$ cat config.mk
export PLATFORM = sky130hd
export DESIGN_NAME = hex_scan_ctrl
export DESIGN_NICKNAME = d
export VERILOG_FILES = /design/src/rtl/hex_disp_pkg.sv /design/src/rtl/hex_seg_decode.sv /design/src/rtl/hex_scan_ctrl.sv
export SDC_FILE = /design/constraint.sdc
export NUM_CORES = 1
export LEC_CHECK = 0
export ABC_AREA = 0
export CORE_MARGIN = 8
export CORE_UTILIZATION = 50
export DETAILED_ROUTE_END_ITERATION = 7
export GPL_ROUTABILITY_DRIVEN = 0
export GPL_TIMING_DRIVEN = 0
export PLACE_DENSITY = 0.78
export REMOVE_ABC_BUFFERS = 1
export SLEW_MARGIN = 20
export SYNTH_ARGS = -nofsm -noshare
export SYNTH_HDL_FRONTEND = slang
export SYNTH_SLANG_ARGS = --single-unit
export TNS_END_PERCENT = 50
$ cat constraint.sdc
create_clock -name i_clk -period 5.2 [get_ports i_clk]
set_clock_uncertainty 0.2 [all_clocks]
set_input_delay 1.3 -clock i_clk [delete_from_list [all_inputs] [get_ports i_clk]]
set_output_delay 1.3 -clock i_clk [all_outputs]
set_load 0.03 [all_outputs]
$ cat src/rtl/hex_disp_pkg.sv
// Shared types and the hex-to-segment table for the multiplexed 7-segment scan controller.
package hex_disp_pkg;

    typedef enum logic [1:0] {
        OFF   = 2'd0,
        BLANK = 2'd1,
        SHOW  = 2'd2
    } scan_state_t;

    localparam logic [7:0] SEG_BLANK = 8'h00;

    // abcdefg, a in the MSB
    function automatic logic [6:0] seg_code(input logic [3:0] i_val);
        logic [6:0] w_code;
        case (i_val)
            4'h0:    w_code = 7'h7E;
            4'h1:    w_code = 7'h30;
            4'h2:    w_code = 7'h6D;
            4'h3:    w_code = 7'h79;
            4'h4:    w_code = 7'h33;
            4'h5:    w_code = 7'h5B;
            4'h6:    w_code = 7'h5F;
            4'h7:    w_code = 7'h70;
            4'h8:    w_code = 7'h7F;
            4'h9:    w_code = 7'h7B;
            4'hA:    w_code = 7'h77;
            4'hB:    w_code = 7'h1F;
            4'hC:    w_code = 7'h4E;
            4'hD:    w_code = 7'h3D;
            4'hE:    w_code = 7'h4F;
            default: w_code = 7'h47;
        endcase
        return w_code;
    endfunction

    function automatic int unsigned idx_width(input int unsigned n);
        return (n > 2) ? $clog2(n) : 1;
    endfunction

endpackage

$ cat src/rtl/hex_seg_decode.sv
// Combinational hex nibble plus decimal point to active-high segment byte {a..g, dp}.
module hex_seg_decode
    import hex_disp_pkg::*;
(
    input  logic [3:0] i_val,
    input  logic       i_dp,
    output logic [7:0] o_seg
);

    always_comb begin
        o_seg = {seg_code(i_val), i_dp};
    end

endmodule

$ cat src/rtl/hex_scan_ctrl.sv
// Time-multiplexed N-digit 7-segment scan controller with frame-synchronous data commit
// and a blank guard interval at the start of every digit slot.
module hex_scan_ctrl
    import hex_disp_pkg::*;
#(
    parameter int unsigned N_DIGITS  = 4,
    parameter int unsigned SCAN_DIV  = 50_000,
    parameter int unsigned BLANK_CYC = 500
) (
    input  logic                  i_clk,
    input  logic                  i_key,
    input  logic                  i_enable,
    input  logic                  i_load_valid,
    output logic                  o_load_ready,
    input  logic [4*N_DIGITS-1:0] i_load_data,
    input  logic [N_DIGITS-1:0]   i_load_dp,
    output logic [7:0]            o_seg,
    output logic [N_DIGITS-1:0]   o_dig,
    output logic                  o_frame_tick
);

    localparam int unsigned CNT_W = $clog2(SCAN_DIV);
    localparam int unsigned IDX_W = idx_width(N_DIGITS);

    localparam logic [CNT_W-1:0] CNT_LAST   = CNT_W'(SCAN_DIV - 1);
    localparam logic [CNT_W-1:0] BLANK_LAST = CNT_W'(BLANK_CYC - 1);
    localparam logic [IDX_W-1:0] IDX_LAST   = IDX_W'(N_DIGITS - 1);

    scan_state_t           r_state, w_state_d;
    logic [CNT_W-1:0]      r_cnt, w_cnt_d;
    logic [IDX_W-1:0]      r_idx, w_idx_d;

    logic [4*N_DIGITS-1:0] r_active, w_active_d;
    logic [N_DIGITS-1:0]   r_active_dp, w_active_dp_d;
    logic [4*N_DIGITS-1:0] r_pend_data;
    logic [N_DIGITS-1:0]   r_pend_dp;
    logic                  r_pend;
    logic                  r_load_ready;

    logic [7:0]            r_seg;
    logic [N_DIGITS-1:0]   r_dig;
    logic                  r_frame_tick;

    logic                  w_transfer;
    logic                  w_boundary;
    logic                  w_commit;
    logic [3:0]            w_nib;
    logic                  w_dp_sel;
    logic                  w_show;
    logic [7:0]            w_seg;

    always_comb begin
        w_transfer = i_load_valid & r_load_ready;
        w_boundary = (r_state == SHOW) && (r_cnt == CNT_LAST) && (r_idx == IDX_LAST);
        // A transfer on the boundary cycle sees r_pend=0, so it waits for the next frame.
        w_commit   = r_pend && ((r_state == OFF) || (w_boundary && i_enable));
    end

    always_comb begin
        w_state_d = r_state;
        w_cnt_d   = r_cnt;
        w_idx_d   = r_idx;
        if (!i_enable) begin
            w_state_d = OFF;
            w_cnt_d   = '0;
            w_idx_d   = '0;
        end else begin
            case (r_state)
                OFF: begin
                    w_state_d = BLANK;
                    w_cnt_d   = '0;
                    w_idx_d   = '0;
                end
                BLANK: begin
                    w_cnt_d = r_cnt + 1'b1;
                    if (r_cnt == BLANK_LAST) begin
                        w_state_d = SHOW;
                    end
                end
                SHOW: begin
                    if (r_cnt == CNT_LAST) begin
                        w_state_d = BLANK;
                        w_cnt_d   = '0;
                        w_idx_d   = (r_idx == IDX_LAST) ? '0 : r_idx + 1'b1;
                    end else begin
                        w_cnt_d = r_cnt + 1'b1;
                    end
                end
                default: begin
                    w_state_d = OFF;
                    w_cnt_d   = '0;
                    w_idx_d   = '0;
                end
            endcase
        end
    end

    always_comb begin
        w_active_d    = w_commit ? r_pend_data : r_active;
        w_active_dp_d = w_commit ? r_pend_dp : r_active_dp;
        w_show        = (w_state_d == SHOW);
        w_nib         = 4'h0;
        w_dp_sel      = 1'b0;
        // Outputs are registered from next-state values so they track the state with no lag.
        for (int i = 0; i < N_DIGITS; i++) begin
            if (w_idx_d == IDX_W'(i)) begin
                w_nib    = w_active_d[4*i +: 4];
                w_dp_sel = w_active_dp_d[i];
            end
        end
    end

    hex_seg_decode u_seg_decode (
        .i_val (w_nib),
        .i_dp  (w_show & w_dp_sel),
        .o_seg (w_seg)
    );

    always_ff @(posedge i_clk or negedge i_key) begin
        if (!i_key) begin
            r_state <= OFF;
            r_cnt   <= '0;
            r_idx   <= '0;
        end else begin
            r_state <= w_state_d;
            r_cnt   <= w_cnt_d;
            r_idx   <= w_idx_d;
        end
    end

    always_ff @(posedge i_clk or negedge i_key) begin
        if (!i_key) begin
            r_active     <= '0;
            r_active_dp  <= '0;
            r_pend_data  <= '0;
            r_pend_dp    <= '0;
            r_pend       <= 1'b0;
            r_load_ready <= 1'b1;
        end else begin
            r_active     <= w_active_d;
            r_active_dp  <= w_active_dp_d;
            r_load_ready <= w_transfer ? 1'b0 : ~r_pend;
            if (w_transfer) begin
                r_pend_data <= i_load_data;
                r_pend_dp   <= i_load_dp;
                r_pend      <= 1'b1;
            end else if (w_commit) begin
                r_pend <= 1'b0;
            end
        end
    end

    always_ff @(posedge i_clk or negedge i_key) begin
        if (!i_key) begin
            r_seg        <= SEG_BLANK;
            r_dig        <= '0;
            r_frame_tick <= 1'b0;
        end else begin
            r_seg        <= (w_state_d == OFF) ? SEG_BLANK : w_seg;
            r_dig        <= w_show ? (N_DIGITS'(1) << w_idx_d) : '0;
            r_frame_tick <= w_boundary & i_enable;
        end
    end

    assign o_seg        = r_seg;
    assign o_dig        = r_dig;
    assign o_frame_tick = r_frame_tick;
    assign o_load_ready = r_load_ready;

endmodule

# After elaboration in Yosys (flattened, before gate mapping)
# Memories as Yosys holds them, arrays and structs flattened.
# Cells that the tools add are included.
dict set report classes {
  addsub 2
  eq_ne 9
  shifts 1
  muxes 26
  bitwise_logic 4
  reduce_logical 9
}
# cell count
set ops {}
lappend ops {{16-bit 2-to-1 mux} 3}
lappend ops {{16-bit one-hot mux with 2 select lines} 1}
lappend ops {{4-bit 2-to-1 mux} 6}
lappend ops {{16-bit by 1-bit adder with 16-bit output (second input constant)} 1}
lappend ops {{16-bit equality test (second input constant)} 1}
lappend ops {{16-bit by 9-bit equality test with 1-bit output (second input constant)} 1}
lappend ops {{2-bit 2-to-1 mux} 6}
lappend ops {{2-bit equality test (second input constant)} 5}
lappend ops {{8-bit 2-to-1 mux} 1}
lappend ops {{1-bit 2-to-1 mux} 7}
lappend ops {{2-bit zero test} 3}
lappend ops {{2-bit one-hot mux with 3 select lines} 1}
lappend ops {{2-bit by 1-bit equality test with 1-bit output (second input constant)} 2}
lappend ops {{1-bit logical AND} 4}
lappend ops {{2-bit one-hot mux with 2 select lines} 1}
lappend ops {{1-bit by 2-bit << shifter with 4-bit output (first input constant)} 1}
lappend ops {{1-bit bitwise AND} 3}
lappend ops {{2-bit by 1-bit adder with 2-bit output (second input constant)} 1}
lappend ops {{2-bit nonzero test} 1}
lappend ops {{1-bit logical OR} 1}
lappend ops {{1-bit NOT} 1}
dict set report word_totals {
  register_bits 75
  mem_bits_ro 112
  inputBits 24
  output_inout_bits 14
  elab_cells 64
  mem_count 1
}
# name words word_bits rd rd_clocked_by_memory_dff wr line
set mem_list {}
lappend mem_list {{(name not given)} 16 7 1 0 0 hex_disp_pkg.sv:15} ;# case (i_val)

# Depth between registers and ports, before layout
dict set report logic_depth {
  word_depth 13
  mapped_depth 15
  depth_no_buf 14
}

# Modules after synthesis
# From an unflattened synthesis, not the netlist that was laid out.
dict set report hier_totals {
  cells_unflattened 287
  hier_area_um2 3602.2
}
# mod n_inst cells_each area_each_um2 seq_area_each_um2
set by_module_without_submodules {}
lappend by_module_without_submodules {hex_scan_ctrl 1 253 3306.9 1878.1}
lappend by_module_without_submodules {hex_seg_decode 1 34 295.3 0.0}

# Worst setup path after synthesis
# No wires, ideal clock.
dict set report synth_path {
  path_type {reg-to-reg}
  from {register r_cnt[4]}
  to {register r_seg[4], in the netlist o_seg[4]}
  setup_ps 80
  arrival_time_ps 3476
  required_time_ps 4920
  slack_ps 1444
  stages_incl_launch_ff 12
  path_buffers 1
  period_less_slack_ps 3756
  cell_sequence {dfrtp_1 or4b_4 or4_1 or4b_1 a21o_1 buf_6 mux2i_1 mux2i_1 inv_1 ha_1 mux2_1 o22ai_2}
}
dict set report synth_via {
  elab_chain_cells 13
  elab_cells_between_ends 26
  classes_between {eq/ne (5); mux (13); reduce/logical (7); memory (1)}
}
# item line
set synth_rtl {}
lappend synth_rtl {{start: declaration} hex_scan_ctrl.sv:30} ;# logic [CNT_W-1:0] r_cnt, w_cnt_d;
lappend synth_rtl {{start signal: assignment} hex_scan_ctrl.sv:126} ;# r_cnt <= w_cnt_d;
lappend synth_rtl {{parallel branches: the longest is 12 deep, another holds memory 16 x 7 bit} -}
lappend synth_rtl {{8-bit 2-to-1 mux (*)} hex_scan_ctrl.sv:159} ;# r_seg <= (w_state_d == OFF) ? SEG_BLANK : w_seg;
lappend synth_rtl {{end signal: assignment} hex_scan_ctrl.sv:159}
lappend synth_rtl {{end: declaration} hex_scan_ctrl.sv:40} ;# logic [7:0] r_seg;
# Every way passes the cells marked *.
# A chain may end at the register's enable or synchronous reset.

# Worst setup path after layout
dict set report layout_path {
  from {input i_enable}
  to {register r_seg[4], in the netlist o_seg[4]}
}
dict set report layout_via {
  elab_cells_between_ends 17
  classes_between {eq/ne (3); mux (8); reduce/logical (5); memory (1)}
}
# item line
set layout_rtl {}
lappend layout_rtl {{start: declaration} hex_scan_ctrl.sv:12} ;# input logic i_enable,
lappend layout_rtl {{1-bit logical AND} hex_scan_ctrl.sv:56} ;# w_commit = r_pend && ((r_state == OFF) || (w_boundary && i_enable));
lappend layout_rtl {{1-bit logical OR} hex_scan_ctrl.sv:56}
lappend layout_rtl {{1-bit logical AND} hex_scan_ctrl.sv:56}
lappend layout_rtl {{16-bit 2-to-1 mux} hex_scan_ctrl.sv:99} ;# w_active_d = w_commit ? r_pend_data : r_active;
lappend layout_rtl {{net w_active_d[13]} hex_scan_ctrl.sv:33} ;# logic [4*N_DIGITS-1:0] r_active, w_active_d;
lappend layout_rtl {{4-bit 2-to-1 mux} hex_scan_ctrl.sv:106} ;# if (w_idx_d == IDX_W'(i)) begin
lappend layout_rtl {{memory 16 x 7 bit} -}
lappend layout_rtl {{8-bit 2-to-1 mux} hex_scan_ctrl.sv:159}
# The timed path passes the listed nets, and every way through them passes these cells.

==> reports/results.tsv <==
stage	metric	value	unit
pwr	peakVddDrop	0.2492	mV
synth	yosysMostFrequentCell	dfrtp_1	
synth	synthArstFlopShare	1.000	
synth	dominantRegCellSynth	dfrtp_1	
timing	min_period_over_period	0.8872	
run_status	status	completed	
synth	yosys_warnings	0	
global_route	grt_overflow	0	
placed_design	postPlaceCellArea	4278	um^2
synth	synth_compound_area_frac	0.1117	
synth	netlist_area	3819	um^2
route	drtAntennaViolNets	0	
timing	slew_viol_final	0	
timing	worstMarginPinSlew	0.9853	ns
critical_path	crit_path_start_kind	input port	
cts	cts_tree	yes	
route	drtIter0Drc	133	
pwr	pwr-share-clk	0.266	
synth	yosysSeqAreaShare	0.4918	
pwr	p_leak	1.856	nW
global_route	grt_use_total	0.1596	
synth	syn_avg_cell_area	11.40	um^2
floorplanning	io_pins	38	
synth	yosysTopAreaCell	dfrtp_1	
critical_path	startpoint	i_enable	
route	wl_met3	299	um
cts	cts.reportedPaths.clkPinSlew	0.08	ns
hold_path	min_path_type	reg -> reg	
synth	synth_adder_area_share	0.04260	
synth	ys_types	53	
timing	tns	0	ns
placed_design	port_buffers	37	
route	wl_met2	3997	um
critical_path	r2r_slack	0.60	ns
pwr	cellPowerDensity	410.1	nW/um^2
synth	yosys_register_bits	75	
floorplanning	core-area	7567	um^2
route	drt_pass1_iterations	5	
cts	clock-sinks	75	
global_route	grt_max_degree	51	
flow_run	drv_cap	0	
route	num_vias	2755	
pwr	switching_share	0.3136	
floorplanning	fp.dieW	103.4	um
synth	synthTopCellsByArea	dfrtp_1 (48%), mux2_2 (8.6%), ha_1 (4.3%), mux2i_1 (3.9%), a222oi_1 (3.1%)	
synth	netlist_instances	335	
cells_and_area	antenna_cells	0	
cts	cts_max_path_buffers	2	
floorplanning	rows	32	
timing	fmax	216.8	MHz
floorplanning	fp.dieH	103.4	um
cells_and_area	syn2layout_area_growth	17.79	%
route	dr.max_layer_used	met4	
pwr	p_int	1.266	mW
synth	synth_top_family_by_area	simple AND/OR/NAND/NOR gates	
cts	post-cts-setup-buffers	0	
timing	timing.hold.ws	0.3035	ns
synth	synth-simple-area-share	0.1507	
synth	synthMuxAreaShare	0.1432	
critical_path	end_kind	flip-flop	
timing	slew_headroom	0.3431	
timing	rsz0062_at_grt	no	
floorplanning	die_area	10690	um^2
route	drc_errors	0	
synth	synth_edf_count	0	
cts	htree_num_levels	3	
critical_path	required	5.27	ns
timing	hold_viol_final	0	
floorplanning	start_util	0.5046	
critical_path	r2r_start	r_cnt[4]	
route	routedWlPerCell	16.44	um
hold_path	worstHoldStart	r_active[9]	
cts	clkLatencyLatePin	0.35	ns
global_route	grt_pass1_vias	2871	
cells_and_area	nNetsFinal	407	
cells_and_area	postLayoutCoreUtil	0.5944	
synth	synth_xor_area_frac	0.02982	
pwr	seq_power_share	0.433	
timing	period_minus_slack	4.613	ns
cts	cts_inserted_buffers	9	
synth	synth_common_cells	dfrtp_1 (74), nand2_1 (30), mux2_2 (29), nor2_1 (23), nand3_1 (19)	
global_route	grt_pass1_wl	13470	um
route	routed_wl	7841	um
route	post_drt_via_cell_ratio	5.776	
critical_path	crit_fanout	13	
critical_path	arrival	4.69	ns
pwr	p_switching	0.5786	mW
synth	synth_top_area_share	0.4849	
cts	cts-hold-fix-buffers	0	
cts	clockRootBuffer	clkbuf_8	
cells_and_area	drive_gt1_frac	0.1733	
pwr	power.share.combinational	0.301	
placed_design	dp_hpwl	5295	um
route	wl_met1	3470	um
timing	setup_viol	0	
critical_path	worst-setup-path-type	in -> reg	
cells_and_area	design_area	4498	um^2
cts	cts_resized	0	
global_route	antenna_found_initial	0	
routing by layer:
metal,GRT usage,vias to the layer above
met5,0,-
met2,0.2663,54
met4,0.04116,0
met1,0.1999,1391
met3,0.04217,6
li1,-,1304
critical path: stages:
cell	delay, ns
clkdlybuf4s50_1	0.49
nand2_1	0.42
nor2_2	0.09
o21ai_1	0.66
mux2_2	0.31
mux2i_1	0.07
mux2i_1	0.45
inv_1	0.16
ha_1	0.30
mux2_1	0.33
o22ai_2	0.10
power groups by stage:
stage               clock network, mW  logic (mW)  registers, mW
floorplan                           0       0.364          0.825
global placement                    0       0.533          0.802
detailed placement                  0       0.551          0.808
CTS                             0.500       0.556          0.798
global route                    0.528       0.608          0.815
finish                          0.491       0.555          0.799
metrics by stage:
step                worst slack [ns]  instances  total power [mW]
finish                        0.5867        477             1.845
global route                  0.3209        477             1.951
CTS                           0.5724        477             1.854
detailed placement            0.2134        461             1.359
global placement              0.1295        460             1.335
floorplan                      1.211        321             1.189
flip-flops by register name (all words and copies together) (netlist names):
| name | cells |
|---|---|
| o_dig | 4 |
| o_frame_tick | 1 |
| o_load_ready | 1 |
| o_seg | 8 |
| r_active | 16 |
| r_active_dp | 4 |
| r_cnt | 16 |
| r_idx | 2 |
| r_pend | 1 |
| r_pend_data | 16 |
| r_pend_dp | 4 |
| r_state | 2 |
worst paths after layout:
check	endpoint	depth (start not counted)
setup / recovery	o_seg[4]	11
hold / removal	r_active[9]	1
setup reg to reg	o_seg[4]	11
min in group asynchronous	r_pend_data[8]	1
max in group asynchronous	r_cnt[1]	2
hold reg to reg	r_active[9]	1
kinds of logic after synthesis:
logic type               after synthesis
multiplexers                          49
XOR/XNOR                              13
AO/OA/AOI/OAI                         50
flip-flops                            75
buffers and inverters                 23
AND/OR/NAND/NOR                      112
adder cells (fa/ha/maj)               13
area by class of cell:
cell class | instances | area [um^2]
fill | 626 | 3069
sequential | 75 | 1878
multi-input combinational | 237 | 1829
timing repair buffer | 38 | 395.4
clock buffer | 10 | 127.6
tap | 102 | 127.6
clock inverter | 6 | 88.84
inverter | 9 | 51.30
layout by cell type (no fill, tap or decap), types with 2 or more instances in the layout:
cell / count
bufinv_16: 2
and3_1: 4
mux2_4: 3
a21oi_1: 5
clkinvlp_4: 2
or3_1: 2
xnor2_1: 4
nand2b_1: 2
a21o_1: 2
clkdlybuf4s50_1: 36
nand3_1: 19
mux2_2: 29
ha_1: 13
or4_1: 2
nor2b_1: 12
o211ai_2: 5
a222oi_1: 12
xor2_1: 9
nor2_1: 23
nand2_1: 30
clkbuf_8: 9
inv_6: 2
o21ai_0: 6
nand4_1: 3
o211ai_1: 8
inv_1: 7
nand4b_1: 2
nor4_1: 2
and2_1: 3
mux2i_1: 15
o221a_1: 2
dfrtp_1: 74
Note: power is estimated with default switching activity, not from simulation.
